[src/rtl/gmii_tx_sched.sv]
// ---------------------------------------------------------------------------
// gmii_tx_sched
//   Frame scheduler in front of the GMII transmit register stage. Two
//   byte-stream requesters share the wire; ownership is decided per frame
//   with a round-robin tie-break. For every frame the block emits the
//   preamble and SFD, forwards the granted requester's bytes and then holds
//   the line idle for the inter-packet gap. If the owner stalls mid-frame,
//   the frame is cut short on the wire and the rest of it is drained.
//
// Ports
//   clk          : single clock domain
//   i_reset      : synchronous, active-high reset
//   i_valid[1:0] : per-requester byte valid (index 0 = requester 0)
//   i_data[1:0]  : per-requester payload byte
//   i_last[1:0]  : per-requester end-of-frame marker, qualified by valid
//   o_ready[1:0] : per-requester accept (combinational, granted index only)
//   o_dv         : registered data-valid to the transmit stage
//   o_data       : registered byte to the transmit stage (0 when o_dv low)
//   o_grant      : registered one-hot owner of the current frame
//   o_underrun   : registered one-cycle pulse when a frame is truncated
//   o_frame_cnt  : frames completed without underrun, modulo 2^16
// ---------------------------------------------------------------------------
module gmii_tx_sched #(
    parameter int PREAMBLE_LEN = 7,
    parameter int IPG_CYCLES   = 12
) (
    input  logic            clk,
    input  logic            i_reset,
    input  logic [1:0]      i_valid,
    input  logic [1:0][7:0] i_data,
    input  logic [1:0]      i_last,
    output logic [1:0]      o_ready,
    output logic            o_dv,
    output logic [7:0]      o_data,
    output logic [1:0]      o_grant,
    output logic            o_underrun,
    output logic [15:0]     o_frame_cnt
);

    localparam logic [3:0] PRE_LOAD = 4'(PREAMBLE_LEN - 1);
    localparam logic [7:0] IPG_LOAD = 8'(IPG_CYCLES - 1);

    // The state names what is on the wire in the current cycle; the output
    // registers are loaded with what the next state will show.
    typedef enum logic [2:0] {
        S_IDLE,
        S_PRE,
        S_SFD,
        S_PAYLOAD,
        S_DRAIN,
        S_IPG
    } state_e;

    state_e      state_q, state_d;
    logic [3:0]  pre_cnt_q, pre_cnt_d;
    logic [7:0]  ipg_cnt_q, ipg_cnt_d;
    logic        gnt_q, gnt_d;      // index of the current owner
    logic        rr_q, rr_d;        // index granted most recently

    logic        dv_q, dv_d;
    logic [7:0]  data_q, data_d;
    logic [1:0]  grant_q, grant_d;
    logic        underrun_q, underrun_d;
    logic [15:0] frame_cnt_q, frame_cnt_d;

    logic        req_any;
    logic        pick;
    logic        offer;
    logic        g_valid;
    logic        g_last;
    logic [7:0]  g_data;

    assign req_any = |i_valid;
    // On a tie the requester not served last wins.
    assign pick    = (i_valid == 2'b11) ? ~rr_q : i_valid[1];
    // The SFD cycle already offers ready so the first payload byte follows
    // the SFD without a gap.
    assign offer   = (state_q == S_SFD) || (state_q == S_PAYLOAD) ||
                     (state_q == S_DRAIN);
    assign g_valid = i_valid[gnt_q];
    assign g_last  = i_last[gnt_q];
    assign g_data  = i_data[gnt_q];

    // State register
    always_ff @(posedge clk) begin
        if (i_reset) begin
            state_q   <= S_IDLE;
            pre_cnt_q <= '0;
            ipg_cnt_q <= '0;
            gnt_q     <= 1'b0;
            rr_q      <= 1'b1;
        end else begin
            state_q   <= state_d;
            pre_cnt_q <= pre_cnt_d;
            ipg_cnt_q <= ipg_cnt_d;
            gnt_q     <= gnt_d;
            rr_q      <= rr_d;
        end
    end

    // Next-state logic
    always_comb begin
        state_d   = state_q;
        pre_cnt_d = pre_cnt_q;
        ipg_cnt_d = ipg_cnt_q;
        gnt_d     = gnt_q;
        rr_d      = rr_q;
        case (state_q)
            S_IDLE: begin
                if (req_any) begin
                    state_d   = S_PRE;
                    pre_cnt_d = PRE_LOAD;
                    gnt_d     = pick;
                    rr_d      = pick;
                end
            end
            S_PRE: begin
                if (pre_cnt_q == 4'd0) state_d = S_SFD;
                else                   pre_cnt_d = pre_cnt_q - 4'd1;
            end
            S_SFD, S_PAYLOAD: begin
                if (!g_valid) begin
                    state_d = S_DRAIN;
                end else if (g_last) begin
                    state_d   = S_IPG;
                    ipg_cnt_d = IPG_LOAD;
                end else begin
                    state_d = S_PAYLOAD;
                end
            end
            S_DRAIN: begin
                if (g_valid && g_last) begin
                    state_d   = S_IPG;
                    ipg_cnt_d = IPG_LOAD;
                end
            end
            S_IPG: begin
                if (ipg_cnt_q == 8'd0) state_d = S_IDLE;
                else                   ipg_cnt_d = ipg_cnt_q - 8'd1;
            end
            default: state_d = S_IDLE;
        endcase
    end

    // Output logic
    always_comb begin
        o_ready = 2'b00;
        if (offer && !i_reset) o_ready[gnt_q] = 1'b1;

        dv_d        = 1'b0;
        data_d      = 8'h00;
        grant_d     = grant_q;
        underrun_d  = 1'b0;
        frame_cnt_d = frame_cnt_q;
        case (state_q)
            S_IDLE: begin
                if (req_any) begin
                    dv_d    = 1'b1;
                    data_d  = 8'h55;
                    grant_d = pick ? 2'b10 : 2'b01;
                end
            end
            S_PRE: begin
                dv_d   = 1'b1;
                data_d = (pre_cnt_q == 4'd0) ? 8'hD5 : 8'h55;
            end
            S_SFD, S_PAYLOAD: begin
                if (g_valid) begin
                    dv_d   = 1'b1;
                    data_d = g_data;
                    if (g_last) begin
                        grant_d     = 2'b00;
                        frame_cnt_d = frame_cnt_q + 16'd1;
                    end
                end else begin
                    underrun_d = 1'b1;
                end
            end
            S_DRAIN: begin
                if (g_valid && g_last) grant_d = 2'b00;
            end
            default: grant_d = 2'b00;
        endcase
    end

    // Registered outputs
    always_ff @(posedge clk) begin
        if (i_reset) begin
            dv_q        <= 1'b0;
            data_q      <= 8'h00;
            grant_q     <= 2'b00;
            underrun_q  <= 1'b0;
            frame_cnt_q <= 16'h0000;
        end else begin
            dv_q        <= dv_d;
            data_q      <= data_d;
            grant_q     <= grant_d;
            underrun_q  <= underrun_d;
            frame_cnt_q <= frame_cnt_d;
        end
    end

    assign o_dv        = dv_q;
    assign o_data      = data_q;
    assign o_grant     = grant_q;
    assign o_underrun  = underrun_q;
    assign o_frame_cnt = frame_cnt_q;

endmodule

[config.mk]
export PLATFORM = sky130hd
export DESIGN_NAME = gmii_tx_sched
export DESIGN_NICKNAME = d
export VERILOG_FILES = /design/src/rtl/gmii_tx_sched.sv
export SDC_FILE = /design/constraint.sdc
export NUM_CORES = 1
export LEC_CHECK = 0
export BUFFER_PORTS_ARGS = -buffer_cell sky130_fd_sc_hd__clkbuf_2
export CAP_MARGIN = 20
export CORE_MARGIN = 2
export CORE_UTILIZATION = 53
export CTS_CLUSTER_SIZE = 24
export DETAILED_ROUTE_END_ITERATION = 8
export GPL_TIMING_DRIVEN = 0
export PLACE_DENSITY_LB_ADDON = 0.1
export SETUP_SLACK_MARGIN = 0.1
export SYNTH_ARGS = -nofsm -noshare
export SYNTH_HDL_FRONTEND = slang
export SYNTH_SLANG_ARGS = --single-unit
[constraint.sdc]
create_clock -name clk -period 2.7 [get_ports clk]
set_clock_uncertainty 0.2 [all_clocks]
set_input_delay 0.135 -clock clk [delete_from_list [all_inputs] [get_ports clk]]
set_output_delay 0.135 -clock clk [all_outputs]
set_load 0.02 [all_outputs]
==> impl_metrics.env <==
export IMPL_status="finished clean"
export IMPL_min_path_cells=4
export IMPL_ys_flop_type="dfxtp_1"
export IMPL_synth_edf_count=0
export IMPL_rows=23
export IMPL_numCtsBuffers=5
export IMPL_power_frac_clock=0.195
export IMPL_yosysTopAreaCell="dfxtp_1"
export IMPL_path_class="flop to flop"
export IMPL_critPathMaxFanout=10
export IMPL_dp_hpwl_mm=4.032
export IMPL_slew_headroom=0.5601
export IMPL_yosysTopAreaCellShare=0.3963
export IMPL_reg2reg_to="o_frame_cnt[12]$_SDFFE_PP0P_"
export IMPL_cts_sinks=45
export IMPL_end_kind="flop"
export IMPL_clockBufferDepth=2
export IMPL_layout_nets=353
export IMPL_required_ps=2680
export IMPL_cts_tree="yes"
export IMPL_fmax_ghz=0.4114
export IMPL_min_from="i_data[10]"
export IMPL_ant_nets=0
export IMPL_netlist_cell_type_count=47
export IMPL_clock_root_buffer="clkbuf_8"
export IMPL_avgSynthCellArea_um2=8.644
export IMPL_io_pins=52
export IMPL_drc=0
export IMPL_area_growth_pct=20.97
export IMPL_arrival_ps=2410
export IMPL_final_cell_mix="50 x clkbuf_2, 45 x dfxtp_1, 27 x a21oi_1, 17 x nand2_1, 15 x nand3_1"
export IMPL_via_count=2263
export IMPL_die_h_um=69.50
export IMPL_rsz0062_at_grt="no"
export IMPL_startpoint_type="flop"
export IMPL_wirelength_mm=5.783
export IMPL_netSwitchingFraction=0.3929
export IMPL_grt_pass1_vias=2022
export IMPL_antenna_found_initial=0
export IMPL_synth_area_top_cells="dfxtp_1 40%, a21oi_1 5.9%, o31ai_1 4.0%"
export IMPL_die_area_um2=4830
export IMPL_synth_seq_area_share=0.3963
export IMPL_antenna_diode_count=0
export IMPL_hold_end="o_data[2]$_SDFF_PP0_"
export IMPL_p_int_mw=1.297
export IMPL_htreeDepth=2
export IMPL_seqPwrFrac=0.395
export IMPL_initial_core_util=0.5603
export IMPL_num_fill_cells=352
export IMPL_worstReg2RegStart="state_q[2]$_SDFFE_PP0P_"
export IMPL_ys_async_sr_fraction=0
export IMPL_drt_iter0_drc=192
export IMPL_drive_gt1_frac=0.2195
export IMPL_finalCritPeriodShare=0.9002
export IMPL_reg2regPathDepth=7
export IMPL_grt_first_pass_wirelength_mm=9.439
export IMPL_cap_violations=0
export IMPL_power_switching_mw=0.8395
export IMPL_syn_cell_area_um2=2273
export IMPL_synth_cells=263
export IMPL_grt_overflow=0
export IMPL_layout_min_cycle_time_ps=2431
export IMPL_power_leakage_nw=1.046
export IMPL_r2r_slack_ps=270
export IMPL_io_buffers=50
export IMPL_wire_per_inst_um=15.30
export IMPL_clk_pin_slew_ps=80
export IMPL_p_per_area_nw_per_um2=776.9
export IMPL_ir_drop_uv=501.4
export IMPL_min_path_type="input port to flop"
export IMPL_grt_max_degree=14
export IMPL_seqCellArea_um2=900.9
export IMPL_multi_input_area_um2=1277
export IMPL_vias_per_cell=5.987
export IMPL_comb_power_share=0.410
export IMPL_track_usage=0.2422
export IMPL_place_gp_congestion=0.8694
export IMPL_tightest_slew_ps=659.9
export IMPL_die_w_um=69.50
export IMPL_p_total_mw=2.136
export IMPL_synthesis_nets=289
export IMPL_finalHoldViolCount=0
export IMPL_coreArea_um2=4058
export IMPL_ys_ff_latch=45
export IMPL_first_pass_iters=5
export IMPL_yosysWarnings=0
export IMPL_drv_slew=0
export IMPL_tns_ps=0
export IMPL_layout_commonest_cell="clkbuf_2"
export IMPL_clk_latency_ps=310
export IMPL_setup_viol=0
## final cells by class
class / count / share of cell area
Clock buffer: 6 / 0.02639
Buffer: 15 / 0.02639
Inverter: 9 / 0.01228
Multi-Input combinational cell: 194 / 0.4645
Tap cell: 50 / 0.02275
Sequential cell: 45 / 0.3276
Timing Repair Buffer: 57 / 0.1165
Clock inverter: 2 / 0.003640
## routing by layer
metal / up-vias / GRT usage / wire (um)
met5: - / 0 / 0
met4: 0 / 0.08497 / 79
met3: 8 / 0.05959 / 338
met2: 68 / 0.3857 / 2786
met1: 1066 / 0.3200 / 2578
li1: 1121 / - / -
## cell families (layout without fill, tap and decap cells)
| kind of cell | Yosys count | in the layout | share of synthesized area |
|---|---|---|---|
| adders and majority gates | 4 | 4 | 0.02202 |
| buffers and inverters | 24 | 89 | 0.04678 |
| DFF | 45 | 45 | 0.3963 |
| and+or+nand+nor | 107 | 107 | 0.2669 |
| muxes | 11 | 11 | 0.05283 |
| xor gates and xnor gates | 5 | 5 | 0.01926 |
| AOI/OAI and AO/OA | 67 | 67 | 0.1959 |
## stage by stage
stage / hold WS, ps / setup slack (ps) / cells / instance area [um^2] / util
2_1_floorplan: 117.3 / 516.4 / 263 / 2273 / -
3_3_place_gp: 214.9 / 233.3 / 363 / 2586 / 0.6374
3_5_place_dp: 229.0 / 224.2 / 363 / 2586 / 0.6374
4_1_cts: 24.77 / 208.4 / 378 / 2739 / 0.6750
5_1_grt: 40.57 / 138.9 / 378 / 2750 / 0.6778
6_report: 30.03 / 269.3 / 378 / 2750 / 0.6778
## registers in the layout, summed over array words and instances (netlist names)
signal / count
o_underrun: 1
o_frame_cnt: 16
rr_q: 1
ipg_cnt_q: 8
gnt_q: 1
pre_cnt_q: 4
state_q: 3
o_data: 8
o_grant: 2
o_dv: 1
## synthesized netlist by cell type, types with 3 or more instances
cell type and instances:
a211oi_1 3, a21oi_1 27, and3_1 3, clkbuf_1 12, dfxtp_1 45, ha_1 4, inv_1 9, mux2_2 5
mux2i_1 5, nand2_1 17, nand3_1 15, nand3b_1 4, nand4_1 3, nor2_1 14, nor2b_1 3, nor3_1 14
nor3b_1 4, nor4_1 6, o21a_1 5, o21ai_0 5, o31ai_1 12, or4_1 10, xnor2_1 4
## worst max-delay path, cell delays in order (launching register included)
cell	delay (ps)
dfxtp_1	330
nand2b_1	140
clkbuf_1	190
or4_4	610
buf_6	160
clkbuf_1	240
o31ai_1	330
a21oi_1	100
## worst max path at each step
stage,from,end,slack [ps],depth (start not counted)
final,state_q[2]$_SDFFE_PP0P_,o_frame_cnt[12]$_SDFFE_PP0P_,270,7
after global routing,state_q[2]$_SDFFE_PP0P_,o_frame_cnt[9]$_SDFFE_PP0P_,140,7
after CTS,ipg_cnt_q[0]$_SDFFE_PP0P_,ipg_cnt_q[3]$_SDFFE_PP0P_,210,6
after detailed placement,ipg_cnt_q[0]$_SDFFE_PP0P_,ipg_cnt_q[3]$_SDFFE_PP0P_,220,6
after global placement,ipg_cnt_q[0]$_SDFFE_PP0P_,ipg_cnt_q[0]$_SDFFE_PP0P_,230,6
after floorplan,ipg_cnt_q[0]$_SDFFE_PP0P_,state_q[2]$_SDFFE_PP0P_,520,5
## power by group through the flow
stage	sequential, mW	combinational, mW	clock (mW)
2_1_floorplan	0.915	0.566	0
3_3_place_gp	0.856	0.825	0
3_5_place_dp	0.860	0.842	0
4_1_cts	0.844	0.866	0.422
5_1_grt	0.857	0.963	0.452
6_report	0.845	0.875	0.417
## repair_timing
item	4_1_cts	5_1_grt
hold buffers	7	0
setup buffers	0	0
setup endpoints to repair	0	1
endpoints found under the hold margin	4	0
gates resized for setup	0	1
No activity file was read; power rests on OpenSTA's default activity.
